--- config.mk ---
export PLATFORM = sky130hd
export DESIGN_NAME = entropy_harvester_flat
export DESIGN_NICKNAME = d
export VERILOG_FILES = /design/src/rtl/entropy_pkg.sv /design/src/rtl/entropy_harvester_if.sv /design/src/rtl/sync_fifo.sv /design/src/rtl/entropy_harvester.sv /design/src/flat_wrapper.sv
export SDC_FILE = /design/constraint.sdc
export NUM_CORES = 1
export LEC_CHECK = 0
export CAP_MARGIN = 20
export CORE_MARGIN = 4
export CORE_UTILIZATION = 40
export CTS_BUF_LIST = sky130_fd_sc_hd__clkbuf_4
export DETAILED_ROUTE_END_ITERATION = 8
export HOLD_SLACK_MARGIN = 0.02
export PLACE_DENSITY = 0.68
export SLEW_MARGIN = 10
export SYNTH_ARGS = -nofsm -noshare
export SYNTH_HDL_FRONTEND = slang
export SYNTH_SLANG_ARGS = --single-unit
--- constraint.sdc ---
create_clock -name clk -period 3.9 [get_ports clk]
set_clock_uncertainty 0.2 [all_clocks]
set_input_delay 0.585 -clock clk [delete_from_list [all_inputs] [get_ports clk]]
set_output_delay 0.585 -clock clk [all_outputs]
set_load 0.02 [all_outputs]
--- src/rtl/entropy_pkg.sv ---
// Shared constants and types for the entropy harvesting path.
package entropy_pkg;

    localparam int unsigned WIDTH_DEF      = 16;
    localparam int unsigned FIFO_DEPTH_DEF = 4;
    localparam int unsigned REP_LIMIT_DEF  = 64;

    // Von Neumann extractor: which half of a sample pair is expected next.
    typedef enum logic {
        ST_FIRST  = 1'b0,
        ST_SECOND = 1'b1
    } ext_state_t;

endpackage

--- src/rtl/entropy_harvester_if.sv ---
// Output stream and status bundle of the entropy harvester.
interface entropy_harvester_if #(
    parameter int unsigned WIDTH   = entropy_pkg::WIDTH_DEF,
    parameter int unsigned LEVEL_W = $clog2(entropy_pkg::FIFO_DEPTH_DEF) + 1
);
    logic [WIDTH-1:0]   out_data;
    logic               out_valid;
    logic               out_ready;
    logic [LEVEL_W-1:0] fifo_level;
    logic               health_fail;
    logic               drop_pulse;

    modport master (
        output out_data, out_valid, fifo_level, health_fail, drop_pulse,
        input  out_ready
    );

    modport slave (
        input  out_data, out_valid, fifo_level, health_fail, drop_pulse,
        output out_ready
    );
endinterface

--- src/rtl/sync_fifo.sv ---
// Small synchronous FIFO with registered first-word fall-through head,
// flush, and a one-cycle drop flag for pushes refused while full.
module sync_fifo #(
    parameter int unsigned WIDTH = 16,
    parameter int unsigned DEPTH = 4
) (
    input  logic                     clk,
    input  logic                     rst,
    input  logic                     push,
    input  logic [WIDTH-1:0]         push_data,
    input  logic                     pop,
    input  logic                     flush,
    output logic [WIDTH-1:0]         head,
    output logic                     valid,
    output logic [$clog2(DEPTH):0]   level,
    output logic                     drop
);
    localparam int unsigned PTR_W   = $clog2(DEPTH);
    localparam int unsigned LEVEL_W = PTR_W + 1;

    logic [WIDTH-1:0]   mem [DEPTH];
    logic [PTR_W-1:0]   rd_ptr;
    logic [PTR_W-1:0]   wr_ptr;
    logic [LEVEL_W-1:0] count;

    logic               pop_c;
    logic               push_c;
    logic [LEVEL_W-1:0] after_pop_c;
    logic [PTR_W-1:0]   rd_next_c;

    // A full FIFO still accepts a push when a pop frees a slot the same cycle.
    always_comb begin
        pop_c       = pop && (count != '0);
        push_c      = push && ((count != LEVEL_W'(DEPTH)) || pop_c);
        after_pop_c = count - LEVEL_W'(pop_c);
        rd_next_c   = rd_ptr + PTR_W'(pop_c);
    end

    always_ff @(posedge clk) begin
        if (!rst && !flush && push_c) begin
            mem[wr_ptr] <= push_data;
        end
    end

    // Head register reloads from storage, or from the incoming word when the
    // FIFO would otherwise be empty; it holds its last value when drained.
    always_ff @(posedge clk) begin
        if (rst) begin
            rd_ptr <= '0;
            wr_ptr <= '0;
            count  <= '0;
            head   <= '0;
            valid  <= 1'b0;
            drop   <= 1'b0;
        end else if (flush) begin
            rd_ptr <= '0;
            wr_ptr <= '0;
            count  <= '0;
            valid  <= 1'b0;
            drop   <= 1'b0;
        end else begin
            drop   <= push && !push_c;
            rd_ptr <= rd_next_c;
            count  <= after_pop_c + LEVEL_W'(push_c);
            valid  <= (after_pop_c != '0) || push_c;
            if (push_c) begin
                wr_ptr <= wr_ptr + PTR_W'(1);
            end
            if (after_pop_c != '0) begin
                head <= mem[rd_next_c];
            end else if (push_c) begin
                head <= push_data;
            end
        end
    end

    assign level = count;

endmodule

--- src/rtl/entropy_harvester.sv ---
// Synchronizes a metastable entropy bit, debiases it with a von Neumann
// extractor, whitens 16-bit words with the LFSR and buffers them.
module entropy_harvester
    import entropy_pkg::*;
#(
    parameter int unsigned WIDTH      = WIDTH_DEF,
    parameter int unsigned FIFO_DEPTH = FIFO_DEPTH_DEF,
    parameter int unsigned REP_LIMIT  = REP_LIMIT_DEF
) (
    input  logic                       clk,
    input  logic                       rst,
    input  logic [WIDTH-1:0]           lfsr_in,
    input  logic                       raw_bit,
    entropy_harvester_if.master        bus
);
    localparam int unsigned CNT_W = $clog2(WIDTH);
    localparam int unsigned REP_W = 16;

    logic             sync1;
    logic             s;
    logic             s_prev;
    ext_state_t       state;
    logic             b0;
    logic [WIDTH-1:0] acc;
    logic [CNT_W-1:0] bit_cnt;
    logic [REP_W-1:0] rep_cnt;
    logic             word_valid;
    logic [WIDTH-1:0] word_data;
    logic             health_fail;
    logic             fifo_valid;

    logic             emit_c;
    logic             last_bit_c;
    logic             fail_det_c;
    logic             fail_now_c;
    logic [REP_W-1:0] rep_next_c;

    // Repetition count over synchronized samples; failure detected this cycle
    // takes effect immediately so a coincident word completion is discarded.
    always_comb begin
        rep_next_c = rep_cnt;
        if (s != s_prev) begin
            rep_next_c = REP_W'(1);
        end else if (rep_cnt < REP_W'(REP_LIMIT)) begin
            rep_next_c = rep_cnt + REP_W'(1);
        end
        fail_det_c = (rep_next_c == REP_W'(REP_LIMIT));
        fail_now_c = health_fail || fail_det_c;
        emit_c     = !fail_now_c && (state == ST_SECOND) && (s != b0);
        last_bit_c = (bit_cnt == CNT_W'(WIDTH - 1));
    end

    always_ff @(posedge clk) begin
        if (rst) begin
            sync1       <= 1'b0;
            s           <= 1'b0;
            s_prev      <= 1'b0;
            rep_cnt     <= '0;
            health_fail <= 1'b0;
            state       <= ST_FIRST;
            b0          <= 1'b0;
            acc         <= '0;
            bit_cnt     <= '0;
            word_valid  <= 1'b0;
            word_data   <= '0;
        end else begin
            sync1      <= raw_bit;
            s          <= sync1;
            s_prev     <= s;
            rep_cnt    <= rep_next_c;
            word_valid <= 1'b0;
            if (fail_det_c) begin
                health_fail <= 1'b1;
            end
            if (fail_now_c) begin
                state   <= ST_FIRST;
                bit_cnt <= '0;
            end else if (state == ST_FIRST) begin
                b0    <= s;
                state <= ST_SECOND;
            end else begin
                state <= ST_FIRST;
                if (emit_c) begin
                    acc <= {acc[WIDTH-2:0], b0};
                    if (last_bit_c) begin
                        bit_cnt    <= '0;
                        word_valid <= 1'b1;
                        word_data  <= {acc[WIDTH-2:0], b0} ^ lfsr_in;
                    end else begin
                        bit_cnt <= bit_cnt + CNT_W'(1);
                    end
                end
            end
        end
    end

    sync_fifo #(
        .WIDTH (WIDTH),
        .DEPTH (FIFO_DEPTH)
    ) u_fifo (
        .clk       (clk),
        .rst       (rst),
        .push      (word_valid),
        .push_data (word_data),
        .pop       (fifo_valid && bus.out_ready),
        .flush     (fail_now_c),
        .head      (bus.out_data),
        .valid     (fifo_valid),
        .level     (bus.fifo_level),
        .drop      (bus.drop_pulse)
    );

    assign bus.out_valid   = fifo_valid;
    assign bus.health_fail = health_fail;

endmodule

--- src/flat_wrapper.sv ---
// flat-port wrapper written by rule: the top's interface ports become plain ports
module entropy_harvester_flat import entropy_pkg::*;
#(
    parameter int unsigned WIDTH      = WIDTH_DEF,
    parameter int unsigned FIFO_DEPTH = FIFO_DEPTH_DEF,
    parameter int unsigned REP_LIMIT  = REP_LIMIT_DEF
)
  (clk, rst, lfsr_in, raw_bit, bus_out_data, bus_out_valid, bus_fifo_level, bus_health_fail, bus_drop_pulse, bus_out_ready);
  entropy_harvester_if #(.WIDTH(WIDTH), .LEVEL_W(3)) bus_i ();
  input  logic clk;
  input  logic rst;
  input  logic [WIDTH-1:0] lfsr_in;
  input  logic raw_bit;
  output wire logic [$bits(bus_i.out_data)-1:0] bus_out_data;
  output wire logic [$bits(bus_i.out_valid)-1:0] bus_out_valid;
  output wire logic [$bits(bus_i.fifo_level)-1:0] bus_fifo_level;
  output wire logic [$bits(bus_i.health_fail)-1:0] bus_health_fail;
  output wire logic [$bits(bus_i.drop_pulse)-1:0] bus_drop_pulse;
  input wire logic [$bits(bus_i.out_ready)-1:0] bus_out_ready;
  assign bus_out_data = bus_i.out_data;
  assign bus_out_valid = bus_i.out_valid;
  assign bus_fifo_level = bus_i.fifo_level;
  assign bus_health_fail = bus_i.health_fail;
  assign bus_drop_pulse = bus_i.drop_pulse;
  assign bus_i.out_ready = bus_out_ready;
  entropy_harvester #(.WIDTH(WIDTH), .FIFO_DEPTH(FIFO_DEPTH), .REP_LIMIT(REP_LIMIT)) u_core (.clk(clk), .rst(rst), .lfsr_in(lfsr_in), .raw_bit(raw_bit), .bus(bus_i));
endmodule
-- After elaboration in Yosys (flattened, before gate mapping)
Memories as Yosys holds them, arrays and structs flattened.
Index checks and enable logic that the tools add are counted.
- bits of input ports: 20
- register bits: 83
- logic and storage cells: 67
- memories kept: 1
- memory bits (writable): 64
- muxes and demuxes: 9
- $add $sub $neg: 6
- bitwise logic cells: 4
- eq/ne operators: 5
- $lt $le $gt $ge: 1
- reduce and logical (&&, ||, !) cells: 24
- memory list (name ; words ; width ; read ports ; clocked after memory_dff ; wr ports ; line ; text):
    u_core.u_fifo.mem ; 4 ; 16 ; 1 ; 0 ; 1 ; sync_fifo.sv:21 ; logic [WIDTH-1:0] mem [DEPTH];
- operators with widths (kind ; count):
    $mux 16 ; 4
    $add 16x1->16 const B ; 1
    $eq 16x7->1 const B ; 1
    $lt 16x7->1 const B ; 1
    $xor 16x16->16 ; 1
    $logic_and 1x1->1 ; 8
    $reduce_and 2->1 ; 3
    $reduce_bool 3->1 ; 2
    $add 4x1->4 const B ; 1
    $eq 4x4->1 const B ; 1
    $mux 1 ; 4
    $mux 4 ; 1
    $reduce_and 4->1 ; 1
    $reduce_or 4->1 ; 1
    $add 3x1->3 ; 1
    $logic_not 1->1 ; 3
    $logic_or 1x1->1 ; 3
    $ne 3x3->1 const B ; 1
    $not 1->1 ; 3
    $reduce_and 3->1 ; 1
    $sub 3x1->3 ; 1
    $add 2x1->2 ; 1
    $add 2x1->2 const B ; 1
    $ne 1x1->1 ; 2
    2 further kinds ; 2

-- Depth between registers and ports, before layout
Gate-level depths: netlist (run 1).
- word-level depth: 10
- mapped depth: 12
- gate-level depth less buffers: 10

-- By module
From an unflattened synthesis (run 1), not the netlist that was laid out.
- cells, all modules: 464
- area total of the unflattened synthesis: 6020.8 um2
- by module, submodules not included (module ; times used ; sequential area each (um2) ; cells an instance ; area an instance (um2)):
    sync_fifo ; 1 ; 2422.3 ; 227 ; 3606.0
    entropy_harvester ; 1 ; 1161.1 ; 237 ; 2414.8

-- Least setup slack after synthesis (run 1)
OpenSTA, ideal clock, no wires.
- kind: register to register
- start: register u_core.rep_cnt[9]
- end: memory u_core.u_fifo.mem[0][0], enable pin
- setup slack: 0.797 ns
- setup time: 0.374 ns
- data required time: 3.326 ns
- arrival: 2.530 ns
- stages on the path, launching flop included: 7
- path buffers: 0
- cells stage by stage: dfxtp_1 -> or4_4 -> nor4_4 -> mux2i_1 -> o21ai_2 -> a21oi_1 -> and3_1
- longest elaborated chain between the ends: 10
- elaborated cells on any way between the ends: 11
- classes of those cells: add/sub: 1; order compare: 1; eq/ne: 1; mux: 4; reduce/logical: 4
- ends and longest elaborated chain (element ; line ; text):
    start, declared ; entropy_harvester.sv:26 ; logic [REP_W-1:0] rep_cnt;
    start signal, assigned ; entropy_harvester.sv:70 ; rep_cnt <= rep_next_c;
    $add 16x1->16 / $lt 16x7->1 (equally long branches) ; entropy_harvester.sv:45, entropy_harvester.sv:44 ;
    $mux 16 * ; entropy_harvester.sv:44 ; end else if (rep_cnt < REP_W'(REP_LIMIT)) begin
    $mux 16 * ; entropy_harvester.sv:42 ; if (s != s_prev) begin
    $eq 16x7->1 * ; entropy_harvester.sv:47 ; fail_det_c = (rep_next_c == REP_W'(REP_LIMIT));
    $logic_or 1x1->1 * ; entropy_harvester.sv:48 ; fail_now_c = health_fail || fail_det_c;
    $logic_not 1->1 * ; sync_fifo.sv:40 ; if (!rst && !flush && push_c) begin
    $logic_and 1x1->1 * (2 in a row) ; sync_fifo.sv:40 ;
    $mux 1 * ; sync_fifo.sv:40 ;
    $mux 1 (not written as such) * ; sync_fifo.sv:41 ; mem[wr_ptr] <= push_data;
    end, declared ; sync_fifo.sv:21 ;
Mark *: on every way between the ends. The rest lies on a longest branch, timed or not.

-- Worst setup path in the final report (run 1)
- start: register u_core.rep_cnt[9]
- end: memory u_core.u_fifo.mem[1][11], enable pin
Same word-level chain as after synthesis.

==> impl_metrics.csv, run 1 <==
group,metric,value,unit
run_status,status,"completed",
timing,slew_headroom,0.482,
worst_hold_path,holdPathStages,2,
cts,hold_buffers,0,
worst_setup_path,r2r-end,"u_core.u_fifo.mem[1][11]$_DFFE_PP_",
worst_setup_path,path_buf_inv,2,
yosys,synth_fa_ha_area_frac,0.0227,
finish,drive_gt1_frac,0.109,
worst_setup_path,path_delay_family,"simple AND/OR/NAND/NOR gates",
detailed_routing,wirelength,11700,um
timing,drv_slew,0,
timing,tightest_slew,0.772,ns
worst_setup_path,rrSetupSlack,0.70,ns
yosys,yosysWarnings,0,
worst_setup_path,worst_path_max_delay_cell,"or4_4",
yosys,synth_edf_count,64,
detailed_routing,wl_per_cell,15.6,um
cts,htree_levels,4,
place,place_area,6720,um2
die,die_h,131,um
die,initial_core_util,0.412,
global_routing,antenna_found_initial,0,
yosys,synth_xor_area_frac,0.0434,
timing,setup_viol,0,
yosys,asyncSetResetFlopFracSynth,0,
detailed_routing,num_vias,3870,
die,die_area,17200,um2
cts,cts.clk_slew.worst_paths,0.11,ns
timing,finalSetupTns,0,ns
timing,layout_setup_ws,0.697,ns
yosys,post_synth_mux_area_share,0.0826,
cts,worstSkewPairLatency,0.50,ns
finish,syn2layout_area_growth,15.2,%
worst_setup_path,start_kind,"flip-flop",
yosys,ys_types,48,
detailed_routing,drt_iter0_drc,223,
yosys,synth_top_family_by_area,"compound AO/OA/AOI/OAI gates",
job,cap_violations,0,
pwr,vdd_drop_max,0.221,mV
finish,nNetsFinal,588,
timing,grt_setup_unrepaired,"false",
yosys,ys_seq_area_frac,0.591,
worst_hold_path,min_from,"u_core.word_valid$_SDFF_PP0_",
yosys,ys_seq_elements,147,
pwr,leakage,2.46,nW
worst_setup_path,critPathCaptureType,"flip-flop",
detailed_routing,drc_errors,0,
finish,antenna_cells,0,
detailed_routing,ant_nets,0,
global_routing,grt_pass1_vias,3974,
worst_setup_path,crit_path_max_fanout,16,
cts,postCtsSetupBuffers,0,
yosys,syn_area,6060,um2
pwr,p_per_area,369,nW/um2
timing,max_freq,0.312,GHz
finish,stdcell_area,6980,um2
finish,layout_commonest_cell,"dfxtp_1",
yosys,syn_nets,537,
global_routing,gr-total-overflow,0,
finish,final_cell_mix,"dfxtp_1, edfxtp_1, mux2i_1",
yosys,synth.avg_cell_area,12.0,um2
die,rows,44,
worst_setup_path,arrival,3.20,ns
place,numPortBuffers,41,
cts,cts_max_path_buffers,2,
worst_setup_path,reg2reg_from,"u_core.rep_cnt[9]$_SDFF_PP0_",
place,globalplace.congestion,0.874,
yosys,synth_cells,506,
timing,period_share,0.821,
die,die_w,131,um
cts,cts-buffers-inserted,17,
yosys,synth_flop_cell,"dfxtp_1",
global_routing,grt_first_pass_wirelength,19300,um
worst_setup_path,crit_required,3.90,ns
timing,hold_viol,0,
place,place_hpwl,7980,um
die,coreArea,14700,um2
timing,period_needed,3.20,ns
worst_setup_path,reg2reg_depth,8,
detailed_routing,drt_first_pass_iters,4,
cts,post_cts_resized,0,
timing,timing.hold.ws,0.255,ns
global_routing,grt_max_degree,38,
global_routing,grtUsageTotal,0.144,
cts,cts_tree,"yes",
cts,cts-root-buf,"clkbuf_4",
detailed_routing,viasPerCell,5.13,
die,ios,42,
finish,finalCoreUtilization,0.475,
worst_setup_path,crit_type,"reg -> reg",
cts,clock_sinks,147,
yosys,synth_compound_area_frac,0.128,
worst_setup_path,cpMostUsedCell,"buf_4",
yosys,yosys.area_share.simple,0.0882,
worst_setup_path,cp_cell_sequence,"or4_4 > nor4_4 > mux2i_1 > o21ai_2 > a21oi_1 > buf_4 > and3_1 > buf_4",
worst_hold_path,hold_class,"reg -> reg",
place,pre_cts_ws,0.500,ns
worst_hold_path,holdPathEnd,"u_core.u_fifo.drop$_SDFF_PP0_",
worst_setup_path,crit_path_max_incr_delay,0.59,ns
## worst reg2reg max path: cells and delay by family (launching register included)
family | cells | cell delay [ns]
AO/OA/AOI/OAI | 2 | 0.35
buffers and inverters | 2 | 0.45
flip-flops | 1 | 0.34
multiplexers | 1 | 0.46
AND/OR/NAND/NOR | 3 | 1.09
## flip-flops by register name (all words and copies together), names as in the netlist, 2 cells and up
register / flops
u_core.acc: 15
u_core.bit_cnt: 4
u_core.rep_cnt: 16
u_core.u_fifo.head: 16
u_core.u_fifo.level: 3
u_core.u_fifo.mem: 64
u_core.u_fifo.rd_ptr: 2
u_core.u_fifo.wr_ptr: 2
u_core.word_data: 16
## kinds of logic (layout without fill, tap and decap cells)
logic type / count (synthesis) / in the layout
compound gates: 104 / 104
fa+ha+maj: 11 / 11
xor+xnor: 30 / 30
simple gates: 100 / 100
flops: 147 / 147
mux: 50 / 50
buf+inv: 64 / 128
## report_power, final
part	switching (mW)	internal (mW)	total, mW
registers	0.00620	1.60	1.60
logic	0.0408	0.0341	0.0749
clock network	0.508	0.391	0.900
total	0.555	2.02	2.58
## cells in the mapped netlist, types with 2 or more instances
| library cell | instances | area, um2 |
|---|---|---|
| inv_1 | 43 | 161 |
| and4_1 | 2 | 17.5 |
| and2_1 | 8 | 50.1 |
| dfxtp_1 | 83 | 1660 |
| o21ai_0 | 17 | 85.1 |
| nand2_1 | 28 | 105 |
| o21ai_2 | 3 | 26.3 |
| clkbuf_1 | 15 | 56.3 |
| buf_4 | 2 | 15.0 |
| edfxtp_1 | 64 | 1920 |
| xnor2_1 | 6 | 52.6 |
| nor3_1 | 5 | 25.0 |
| and3_1 | 14 | 87.6 |
| nor2_1 | 18 | 67.6 |
| a221oi_2 | 9 | 135 |
| a211oi_1 | 17 | 128 |
| mux2i_1 | 50 | 500 |
| nand4_1 | 3 | 18.8 |
| nor4_1 | 2 | 12.5 |
| nand3_1 | 4 | 20.0 |
| ha_1 | 11 | 138 |
| xor2_1 | 24 | 210 |
| buf_6 | 2 | 22.5 |
| a221oi_1 | 7 | 61.3 |
| or3_1 | 2 | 12.5 |
| nor2b_1 | 5 | 31.3 |
| a22oi_1 | 16 | 120 |
| a21oi_1 | 26 | 130 |
## final cells by class
cell class,instances,area [um2]
fill,1322,7720
clock buffer,20,150
sequential,147,3580
timing repair buffer,52,505
inverter,44,165
clock inverter,12,116
tap,184,230
multi-input combinational,295,2230
## how the worst max path moves through the flow
stage                                            start                                   to  slack, ns  cells past startpoint
after floorplan           u_core.rep_cnt[9]$_SDFF_PP0_    u_core.u_fifo.mem[0][0]$_DFFE_PP_       0.80                      6
after global placement                   bus_out_ready  u_core.u_fifo.head[15]$_SDFFE_PP0P_       0.60                     12
after detailed placement                 bus_out_ready  u_core.u_fifo.head[15]$_SDFFE_PP0P_       0.50                     12
after CTS                 u_core.rep_cnt[9]$_SDFF_PP0_    u_core.u_fifo.mem[3][4]$_DFFE_PP_       0.72                      8
after global routing      u_core.rep_cnt[9]$_SDFF_PP0_   u_core.u_fifo.mem[1][12]$_DFFE_PP_       0.52                      8
final                     u_core.rep_cnt[9]$_SDFF_PP0_   u_core.u_fifo.mem[1][11]$_DFFE_PP_       0.70                      8
## metrics by stage
step / total power [mW] / cells
6_report: 2.58 / 754
5_1_grt: 2.68 / 754
4_1_cts: 2.60 / 754
3_5_place_dp: 1.71 / 722
3_3_place_gp: 1.71 / 722
2_1_floorplan: 1.68 / 506
## routing by layer
| metal | GRT usage | vias up | share of wire |
|---|---|---|---|
| met5 | 0 | - | 0 |
| met4 | 0.0514 | 0 | 0.011 |
| met3 | 0.0389 | 11 | 0.038 |
| met2 | 0.240 | 69 | 0.49 |
| met1 | 0.180 | 1851 | 0.46 |
| li1 | - | 1939 | - |
Power figures use the tool's default switching activity.
==> run 2: changes to the inputs <==
==> constraint.sdc (replaced) <==
create_clock -name clk -period 3 [get_ports clk]
set_clock_uncertainty 0.2 [all_clocks]
set_input_delay 0.45 -clock clk [delete_from_list [all_inputs] [get_ports clk]]
set_output_delay 0.45 -clock clk [all_outputs]
set_load 0.02 [all_outputs]
==> run 2 against run 1 <==
Global-route usage up 1.2 points. Critical path depth unchanged. Flip-flop and latch count is the same. Non-clock buffer count grew 22. Die area stayed put. Highest routed layer unchanged. The run now ends with negative setup slack left. Clock-buffer cell count fell by 3. Critical path type unchanged.
==> impl_metrics.csv, run 2 (synthesis results as in run 1) <==
group,metric,value,unit
pwr,vdd_drop_max,0.271,mV
place,globalplace.congestion,0.886,
detailed_routing,drc_errors,0,
detailed_routing,drt_iter0_drc,214,
pwr,p_sw,0.761,mW
timing,period_needed,3.00,ns
job,cap_violations,0,
worst_setup_path,critPathLaunch,"u_core.rep_cnt[9]$_SDFF_PP0_",
worst_setup_path,crit_path_max_fanout,16,
timing,finalSetupTns,-0.00839,ns
worst_setup_path,start_kind,"flip-flop",
finish,drive_gt1_frac,0.157,
finish,nNetsFinal,610,
finish,largest_reg_flops,64,
worst_setup_path,crit_path_max_incr_delay,0.60,ns
timing,drv_slew,0,
worst_setup_path,reg2reg_from,"u_core.rep_cnt[9]$_SDFF_PP0_",
cts,htree_levels,4,
detailed_routing,wl_per_cell,15.9,um
worst_hold_path,hold_class,"reg -> reg",
global_routing,antenna_found_initial,0,
cts,cts-root-buf,"clkbuf_4",
die,coreArea,14700,um2
timing,layout_setup_ws,-0.00194,ns
cts,cts_tree,"yes",
cts,cts_max_path_buffers,2,
worst_setup_path,crit_type,"reg -> reg",
global_routing,grt_first_pass_wirelength,20500,um
pwr,clkPwrFrac,0.382,
timing,hold_viol,0,
place,place_hpwl,8760,um
pwr,p_per_area,484,nW/um2
detailed_routing,wirelength,12300,um
die,ios,42,
die,die_w,131,um
die,die_area,17200,um2
worst_setup_path,arrival,3.10,ns
detailed_routing,num_vias,3979,
finish,syn2layout_area_growth,20.7,%
worst_setup_path,worst_path_max_delay_cell,"or4_4",
worst_setup_path,rrSetupSlack,-0.002,ns
worst_setup_path,path_delay_family,"simple AND/OR/NAND/NOR gates",
run_status,failed_checks,"negative setup slack",
cts,cts.clk_slew.worst_paths,0.11,ns
worst_setup_path,critPathCaptureType,"flip-flop",
pwr,leakage,2.62,nW
pwr,internal_power,2.78,mW
cts,worstSkewPairLatency,0.54,ns
pwr,power_frac_seq,0.589,
worst_setup_path,crit_path_end,"u_core.u_fifo.mem[3][15]$_DFFE_PP_",
worst_setup_path,cp_cell_sequence,"or4_4 > nor4_1 > o2111ai_2 > o21ai_2 > a21oi_1 > buf_4 > and3_2 > buf_12",
worst_setup_path,path_buf_inv,2,
worst_setup_path,path_depth,8,
pwr,p_comb_frac,0.029,
pwr,total_power,3.54,mW
detailed_routing,ant_nets,0,
global_routing,grt_pass1_vias,4112,
global_routing,grtUsageTotal,0.157,
die,die_h,131,um
pwr,p_sw_frac,0.215,
worst_setup_path,r2r-end,"u_core.u_fifo.mem[3][15]$_DFFE_PP_",
worst_setup_path,crit_required,3.10,ns
detailed_routing,viasPerCell,5.13,
finish,regMostFlops,"u_core.u_fifo.mem",
finish,antenna_cells,0,
global_routing,grt_max_degree,37,
timing,period_share,1.00,
finish,layout_commonest_cell,"dfxtp_1",
worst_setup_path,reg2reg_depth,8,
cts,clock_sinks,147,
timing,slew_headroom,0.515,
timing,tightest_slew,0.723,ns
run_status,status,"complete, but fails checks",
cts,cts-buffers-inserted,17,
global_routing,gr-total-overflow,0,
die,rows,44,
detailed_routing,drt_first_pass_iters,4,
die,initial_core_util,0.412,
finish,final_cell_mix,"dfxtp_1, edfxtp_1, mux2i_1",
timing,setup_viol,8,
timing,max_freq,0.333,GHz
place,numPortBuffers,41,
cts,hold_buffers,0,
-- run 2: power by group through the flow --
stage / registers (mW) / clock network, mW / logic (mW)
CTS: 2.08 / 1.39 / 0.0997
detailed placement: 2.13 / 0 / 0.0994
global placement: 2.13 / 0 / 0.0967
global route: 2.09 / 1.49 / 0.113
finish: 2.08 / 1.35 / 0.103
floorplan: 2.13 / 0 / 0.0538
-- run 2: per-layer routing --
metal	track usage	vias to the layer above	wire length, um	part of all wire
li1	-	1984	-	-
met1	0.191	1907	5340	0.43
met2	0.268	68	6230	0.51
met3	0.0369	20	520	0.042
met4	0.0599	0	221	0.018
met5	0	-	0	0
-- run 2: area by class of cell --
| type | instances | area [um2] |
|---|---|---|
| clock inverter | 15 | 189 |
| tap | 184 | 230 |
| inverter | 44 | 165 |
| clock buffer | 17 | 128 |
| sequential | 147 | 3580 |
| fill | 1304 | 7380 |
| timing repair buffer | 74 | 758 |
| multi-input combinational | 295 | 2260 |
-- run 2: how the worst min path moves through the flow --
stage                                  from             endpoint  slack (ns)  cells after the start
finish              u_core.sync1$_SDFF_PP0_  u_core.s$_SDFF_PP0_        0.26                      1
global placement    u_core.sync1$_SDFF_PP0_  u_core.s$_SDFF_PP0_        0.24                      1
detailed placement  u_core.sync1$_SDFF_PP0_  u_core.s$_SDFF_PP0_        0.24                      1
CTS                 u_core.sync1$_SDFF_PP0_  u_core.s$_SDFF_PP0_        0.26                      1
floorplan           u_core.sync1$_SDFF_PP0_  u_core.s$_SDFF_PP0_        0.21                      1
global route        u_core.sync1$_SDFF_PP0_  u_core.s$_SDFF_PP0_        0.27                      1
-- run 2: per-stage QoR --
stage	hold WS [ns]	utilization	cells	cell area, um2	setup WS [ns]
after floorplan	0.214	-	506	6060	0.0691
after global placement	0.237	0.474	743	6970	-0.00956
after detailed placement	0.240	0.474	743	6970	-0.146
after CTS	0.261	0.495	775	7280	0.0381
after global routing	0.272	0.498	776	7320	-0.101
final	0.261	0.498	776	7320	-0.00194
-- run 2: worst register-to-register path: stages, from the launching register on --
cell	delay, ns
dfxtp_1	0.35
or4_4	0.60
nor4_1	0.44
o2111ai_2	0.29
o21ai_2	0.23
a21oi_1	0.10
buf_4	0.17
and3_2	0.23
buf_12	0.16
-- run 2: timing repair --
action,CTS,global route
endpoints found under the setup margin,0,80
setup buffers,0,1
resized for setup,0,6
